$ cat src/rtl/cci_mpf_shim_rd_arb.sv
// Round-robin arbiter sharing the MPF c0 read-request channel among N_CLIENTS requesters,
// with client tagging in Mdata, a global credit limit and response steering. Stats: CCI_MPF_RD_ARB_STATS_EN.
module cci_mpf_shim_rd_arb #(
  parameter int N_CLIENTS       = 4,
  parameter int CLIENT_IDX_BITS = $clog2(N_CLIENTS),
  parameter int ADDR_WIDTH      = 42,
  parameter int MDATA_WIDTH     = 16,
  parameter int MAX_OUTSTANDING = 64
) (
  input  logic                                            clk,
  input  logic                                            reset,
  input  logic [N_CLIENTS-1:0]                            cl_req_valid,
  input  logic [N_CLIENTS*ADDR_WIDTH-1:0]                 cl_req_addr,
  input  logic [N_CLIENTS*(MDATA_WIDTH-CLIENT_IDX_BITS)-1:0] cl_req_mdata,
  output logic [N_CLIENTS-1:0]                            cl_req_grant,
  output logic                                            rd_req_valid,
  output logic [ADDR_WIDTH-1:0]                           rd_req_addr,
  output logic [MDATA_WIDTH-1:0]                          rd_req_mdata,
  input  logic                                            rd_almost_full,
  input  logic                                            rd_rsp_valid,
  input  logic [MDATA_WIDTH-1:0]                          rd_rsp_mdata,
  input  logic [511:0]                                    rd_rsp_data,
  output logic [N_CLIENTS-1:0]                            cl_rsp_valid,
  output logic [MDATA_WIDTH-CLIENT_IDX_BITS-1:0]          cl_rsp_mdata,
  output logic [511:0]                                    cl_rsp_data,
  output logic [N_CLIENTS-1:0]                            cl_idle,
  output logic [N_CLIENTS*32-1:0]                         stat_grants,
  output logic [31:0]                                     stat_stall_cycles
);
  localparam int CMW = MDATA_WIDTH - CLIENT_IDX_BITS;

  logic [CLIENT_IDX_BITS-1:0] rr_ptr_q, rr_ptr_d, grant_idx, cand, rsp_tag;
  logic                       grant_any, can_issue;
  logic [N_CLIENTS-1:0]       grant;
  logic [7:0]                 outstanding_q, outstanding_d;
  logic [7:0]                 cnt_q [N_CLIENTS];
  logic [7:0]                 cnt_d [N_CLIENTS];
  logic [N_CLIENTS-1:0]       cl_idle_q, cl_idle_d;
  logic                       rd_req_valid_q, rd_req_valid_d;
  logic [ADDR_WIDTH-1:0]      rd_req_addr_q, rd_req_addr_d;
  logic [MDATA_WIDTH-1:0]     rd_req_mdata_q, rd_req_mdata_d;
  logic [N_CLIENTS-1:0]       cl_rsp_valid_q, cl_rsp_valid_d;
  logic [CMW-1:0]             cl_rsp_mdata_q, cl_rsp_mdata_d;
  logic [511:0]               cl_rsp_data_q, cl_rsp_data_d;

  // Circular search from rr_ptr; the index sum wraps naturally because N_CLIENTS is a power of two.
  always_comb begin
    can_issue = !rd_almost_full && (int'(outstanding_q) < MAX_OUTSTANDING);
    grant_any = 1'b0;
    grant_idx = '0;
    cand      = '0;
    grant     = '0;
    for (int k = 0; k < N_CLIENTS; k++) begin
      cand = rr_ptr_q + CLIENT_IDX_BITS'(k);
      if (can_issue && !reset && !grant_any && cl_req_valid[cand]) begin
        grant_any = 1'b1;
        grant_idx = cand;
      end
    end
    if (grant_any) grant[grant_idx] = 1'b1;
  end

  always_comb begin
    rr_ptr_d       = grant_any ? grant_idx + CLIENT_IDX_BITS'(1) : rr_ptr_q;
    rd_req_valid_d = grant_any;
    rd_req_addr_d  = grant_any ? cl_req_addr[grant_idx*ADDR_WIDTH +: ADDR_WIDTH] : rd_req_addr_q;
    rd_req_mdata_d = grant_any ? {grant_idx, cl_req_mdata[grant_idx*CMW +: CMW]} : rd_req_mdata_q;

    rsp_tag        = rd_rsp_mdata[MDATA_WIDTH-1 -: CLIENT_IDX_BITS];
    cl_rsp_valid_d = '0;
    if (rd_rsp_valid) cl_rsp_valid_d[rsp_tag] = 1'b1;
    cl_rsp_mdata_d = rd_rsp_valid ? rd_rsp_mdata[CMW-1:0] : cl_rsp_mdata_q;
    cl_rsp_data_d  = rd_rsp_valid ? rd_rsp_data : cl_rsp_data_q;

    // A response with nothing outstanding leaves the counter pinned at zero.
    outstanding_d = outstanding_q;
    if (grant_any && !rd_rsp_valid)
      outstanding_d = outstanding_q + 8'd1;
    else if (!grant_any && rd_rsp_valid && outstanding_q != 8'd0)
      outstanding_d = outstanding_q - 8'd1;

    for (int i = 0; i < N_CLIENTS; i++) begin
      cnt_d[i] = cnt_q[i];
      if (grant[i] && !(rd_rsp_valid && rsp_tag == CLIENT_IDX_BITS'(i)))
        cnt_d[i] = cnt_q[i] + 8'd1;
      else if (!grant[i] && rd_rsp_valid && rsp_tag == CLIENT_IDX_BITS'(i) && cnt_q[i] != 8'd0)
        cnt_d[i] = cnt_q[i] - 8'd1;
      cl_idle_d[i] = (cnt_d[i] == 8'd0);
    end
  end

  always_ff @(posedge clk) begin
    if (reset) begin
      rr_ptr_q       <= '0;
      outstanding_q  <= '0;
      cl_idle_q      <= '1;
      rd_req_valid_q <= 1'b0;
      rd_req_addr_q  <= '0;
      rd_req_mdata_q <= '0;
      cl_rsp_valid_q <= '0;
      cl_rsp_mdata_q <= '0;
      cl_rsp_data_q  <= '0;
      for (int i = 0; i < N_CLIENTS; i++) cnt_q[i] <= '0;
    end else begin
      rr_ptr_q       <= rr_ptr_d;
      outstanding_q  <= outstanding_d;
      cl_idle_q      <= cl_idle_d;
      rd_req_valid_q <= rd_req_valid_d;
      rd_req_addr_q  <= rd_req_addr_d;
      rd_req_mdata_q <= rd_req_mdata_d;
      cl_rsp_valid_q <= cl_rsp_valid_d;
      cl_rsp_mdata_q <= cl_rsp_mdata_d;
      cl_rsp_data_q  <= cl_rsp_data_d;
      for (int i = 0; i < N_CLIENTS; i++) cnt_q[i] <= cnt_d[i];
    end
  end

`ifndef SYNTHESIS
  always_ff @(posedge clk) begin
    if (!reset) begin
      assert (!(rd_rsp_valid && outstanding_q == 8'd0))
        else $error("read response received with no reads outstanding");
    end
  end
`endif

  assign cl_req_grant = grant;
  assign rd_req_valid = rd_req_valid_q;
  assign rd_req_addr  = rd_req_addr_q;
  assign rd_req_mdata = rd_req_mdata_q;
  assign cl_rsp_valid = cl_rsp_valid_q;
  assign cl_rsp_mdata = cl_rsp_mdata_q;
  assign cl_rsp_data  = cl_rsp_data_q;
  assign cl_idle      = cl_idle_q;

`ifdef CCI_MPF_RD_ARB_STATS_EN
  logic [31:0] stat_grants_q [N_CLIENTS];
  logic [31:0] stat_grants_d [N_CLIENTS];
  logic [31:0] stat_stall_q, stat_stall_d;

  always_comb begin
    for (int i = 0; i < N_CLIENTS; i++)
      stat_grants_d[i] = grant[i] ? stat_grants_q[i] + 32'd1 : stat_grants_q[i];
    stat_stall_d = ((|cl_req_valid) && !can_issue) ? stat_stall_q + 32'd1 : stat_stall_q;
  end

  always_ff @(posedge clk) begin
    if (reset) begin
      for (int i = 0; i < N_CLIENTS; i++) stat_grants_q[i] <= '0;
      stat_stall_q <= '0;
    end else begin
      for (int i = 0; i < N_CLIENTS; i++) stat_grants_q[i] <= stat_grants_d[i];
      stat_stall_q <= stat_stall_d;
    end
  end

  for (genvar g = 0; g < N_CLIENTS; g++) begin : g_stat
    assign stat_grants[g*32 +: 32] = stat_grants_q[g];
  end
  assign stat_stall_cycles = stat_stall_q;
`else
  assign stat_grants       = '0;
  assign stat_stall_cycles = '0;
`endif

endmodule

$ cat config.mk
export PLATFORM = sky130hd
export DESIGN_NAME = cci_mpf_shim_rd_arb
export DESIGN_NICKNAME = d
export VERILOG_FILES = /design/src/rtl/cci_mpf_shim_rd_arb.sv
export SDC_FILE = /design/constraint.sdc
export NUM_CORES = 1
export LEC_CHECK = 0
export BUFFER_PORTS_ARGS = -buffer_cell sky130_fd_sc_hd__buf_4
export CAP_MARGIN = 20
export CORE_AREA = 2 2 588 590
export CTS_BUF_LIST = sky130_fd_sc_hd__clkbuf_8
export DETAILED_ROUTE_END_ITERATION = 8
export DIE_AREA = 0 0 590 592
export GPL_ROUTABILITY_DRIVEN = 0
export PLACE_DENSITY = 0.3
export SETUP_SLACK_MARGIN = 0.2
export SYNTH_ARGS = -nofsm -noshare
export SYNTH_HDL_FRONTEND = slang
export SYNTH_SLANG_ARGS = --single-unit
$ cat constraint.sdc
create_clock -name clk -period 3.6 [get_ports clk]
set_clock_uncertainty 0.1 [all_clocks]
set_input_delay 0 -clock clk [delete_from_list [all_inputs] [get_ports clk]]
set_output_delay 0 -clock clk [all_outputs]
set_load 0.02 [all_outputs]
==> metrics.txt <==
vias in the first global route ~35,000; fin crit share 90.50%; hold path cells 7; CP Launch Type flop; M3 GR Usage 4.302%; pwr dens 390.7 nW/um^2; Max Fanout on Critical Path 74; pin count of the biggest net entering global routing around 140; area leader, netlist dfxtp_1; FILL cells between 30,000 and 40,000; Fmax achieved 0.3069 GHz; grt ovf 0; CP endpoint kind flop; met2 Usage GRT 23.53%; Mapped Cells 2,939; Arr. time, crit path 4.01 ns; LEAKAGE 27.47 nW; CTS tree built; vias 34,268; Die Wd 590 um; largest cells by area after synthesis dfxtp_1 (48%), mux2i_1 (20%), nor2_1 (8.2%), buf_4 (4.5%), nand2_1 (4.3%); Core Rows between 200 and 250; RSZ-0062 raised after global routing no; Seq/Total Area, Yosys between 40% and 50%; Final HPWL DP 180.3 mm; Starting Density roughly 8%; top-area cell type share of the netlist area 47.58%; Distinct cells, synth 91; Mapped Area 26,720 um^2; DRC 0; max-cap viol count 0; HP Class in2reg; Worst Reg-to-Reg Cells 10; Slew @ Worst Pin 1.142 ns; required time of the critical path ~4.4 ns; reg-to-reg endpoint rd_req_addr[15]$_SDFFE_PP0P_; #FFs+latches synth approximately 640; TritonCTS Buffers 152; final WL 229.1 mm; post-route ant nets 0; Tmin final roughly 3.3 ns; Sinks on Clock Net 635; average wire per standard cell 21.37 um; IO Pins 1,517; async set or reset register ratio after synthesis 0%; Area growth syn-to-layout 132.5%; Power Total 0.02427 W; HP Start reset; IO Port Bufs 1,356; status completed; maximum VDD drop between 200 and 250 uV; share of layout cells above drive strength 1 26.65%; R2R Setup Slk 0.34 ns; Post-synth top flop dfxtp_1; critical path class reg2reg; Global Route Usage Sum 12.55%; first-pass GRT wire length roughly 300 mm; Post-CTS Setup Bufs 0; CTS Root Cell clkbuf_8; die area ~350,000 um^2; via/cell ratio 3.197; Placeable Area 342,400 um^2; H-tree Lvls 4; Worst R2R Start outstanding_q[7]$_SDFFE_PP0P_; die height 592 um; final setup TNS 0 ns; initial antenna violation count 144; Detailed Routing Iterations Pass 1 5; clock latency on the worst-skew pair 0.91 ns; nets@finish roughly 6,800; Pins Over Slew Limit 0; Yosys warning total 0; Clock Path Buffers 4; Most Crowded Layer GR met2; Synth Area per Inst a little over 9 um^2; hold endpoint outstanding_q[7]$_SDFFE_PP0P_; Post-synth EDFFs 0; Synth top cells by count dfxtp_1 (635), nor2_1 (584), mux2i_1 (531); met1 usage 12.70%; setup violators final 0; worst rel slew slack 23.88%; count leader, synth dfxtp_1; 1st-iter DRT viols 1,767; clock-pin slew on the worst setup and hold paths about 0.06 ns; final hold vios 0
per-stage QoR:
step	cells	area (um^2)	worst slack, ns	hold WS [ns]	utilization, %
after CTS	10674	62010	0.2367	0.005522	18.11
final	10718	62120	0.3420	0.1931	18.14
after global routing	10697	62070	0.2008	0.09197	18.13
after detailed placement	8689	41630	0.4707	0.1407	12.16
after floorplan	3098	27310	0.3556	0.04750	-
after global placement	8689	41630	0.2889	0.1326	12.16
cell usage in the layout (no fill, tap or decap), drive strengths merged, types with 5 or more instances in the layout:
master	Yosys	routed
a21boi	5	5
a21oi	80	80
a31oi	9	9
and2	10	10
and3	10	10
and3b	5	5
and4	7	7
buf	237	1387
bufinv	0	7
clkbuf	116	185
clkinv	0	8
conb	1	160
dfxtp	635	635
diode	0	44
dlygate4sd3	0	1730
ha	18	18
inv	19	72
mux2i	531	531
nand2	308	308
nand3	189	189
nand4	11	11
nor2	585	585
nor3	27	27
nor4	13	13
o211ai	5	5
o21a	9	9
o21ai	13	13
o22ai	10	10
xnor2	14	14
kinds of logic (layout without fill, tap and decap cells):
logic type	after synthesis	in the layout	share of synthesized area, %
simple gates	1191	1191	19.06
fa+ha+maj	19	19	0.9180
flops	635	635	47.58
xor+xnor	17	17	0.5574
compound gates	173	173	4.309
buf+inv	372	3391	7.667
other cells	1	204	0.01404
mux	531	531	19.90
flip-flops by register name, summed over array words and instances (netlist names):
register	cells
outstanding_q	8
rd_req_addr	42
rd_req_valid	1
cnt_q	32
cl_idle	4
cl_rsp_valid	4
rr_ptr_q	2
cl_rsp_data	512
rd_req_mdata	16
cl_rsp_mdata	14
where the power goes:
part | internal [W] | switching, W | leakage [nW]
combinational | 0.00345 | 0.00354 | 20.5
sequential | 0.00758 | 0.000427 | 5.23
clock | 0.00512 | 0.00416 | 1.75
what timing repair did:
action | in CTS | in global routing
hold endpoints to repair | 634 | 0
hold buffers | 1730 | 0
gates resized for setup | 0 | 1
setup endpoints to repair | 0 | 1
routing by layer:
layer,vias up,wire length (um)
li1,15808,-
met1,16305,80880
met2,1651,118300
met3,484,19490
met4,20,10330
met5,-,130
worst max path at each step:
stage,from,end,slack (ns),cells past startpoint
after floorplan,outstanding_q[7]$_SDFFE_PP0P_,outstanding_q[7]$_SDFFE_PP0P_,0.36,13
after global placement,outstanding_q[7]$_SDFFE_PP0P_,outstanding_q[7]$_SDFFE_PP0P_,0.29,12
after detailed placement,outstanding_q[7]$_SDFFE_PP0P_,outstanding_q[7]$_SDFFE_PP0P_,0.47,12
after CTS,outstanding_q[7]$_SDFFE_PP0P_,cl_req_grant[3],0.24,7
after global routing,outstanding_q[7]$_SDFFE_PP0P_,rd_req_addr[15]$_SDFFE_PP0P_,0.20,10
final,outstanding_q[7]$_SDFFE_PP0P_,rd_req_addr[15]$_SDFFE_PP0P_,0.34,10
cell type report:
| type | count | area [um^2] | share of cell area, % |
|---|---|---|---|
| Inverter | 19 | 71.32 | 0.1148 |
| Tap cell | 4557 | 5702 | 9.178 |
| Multi-Input combinational cell | 2091 | 12570 | 20.24 |
| Antenna cell | 44 | 110.1 | 0.1772 |
| Clock inverter | 70 | 516.7 | 0.8318 |
| Sequential cell | 635 | 12710 | 20.46 |
| Clock buffer | 185 | 2546 | 4.099 |
| Timing Repair Buffer | 3117 | 27890 | 44.90 |
critical path: stages, from the launching register on:
cell,delay (ns)
dfxtp_1,0.31
or4_4,0.53
buf_4,0.18
nor3_4,0.34
buf_12,0.31
buf_4,0.30
nand2_1,0.08
nand3_1,0.12
dlygate4sd3_1,0.61
nand3_1,0.10
a21oi_1,0.14
Note: power is estimated with default switching activity, not from simulation.
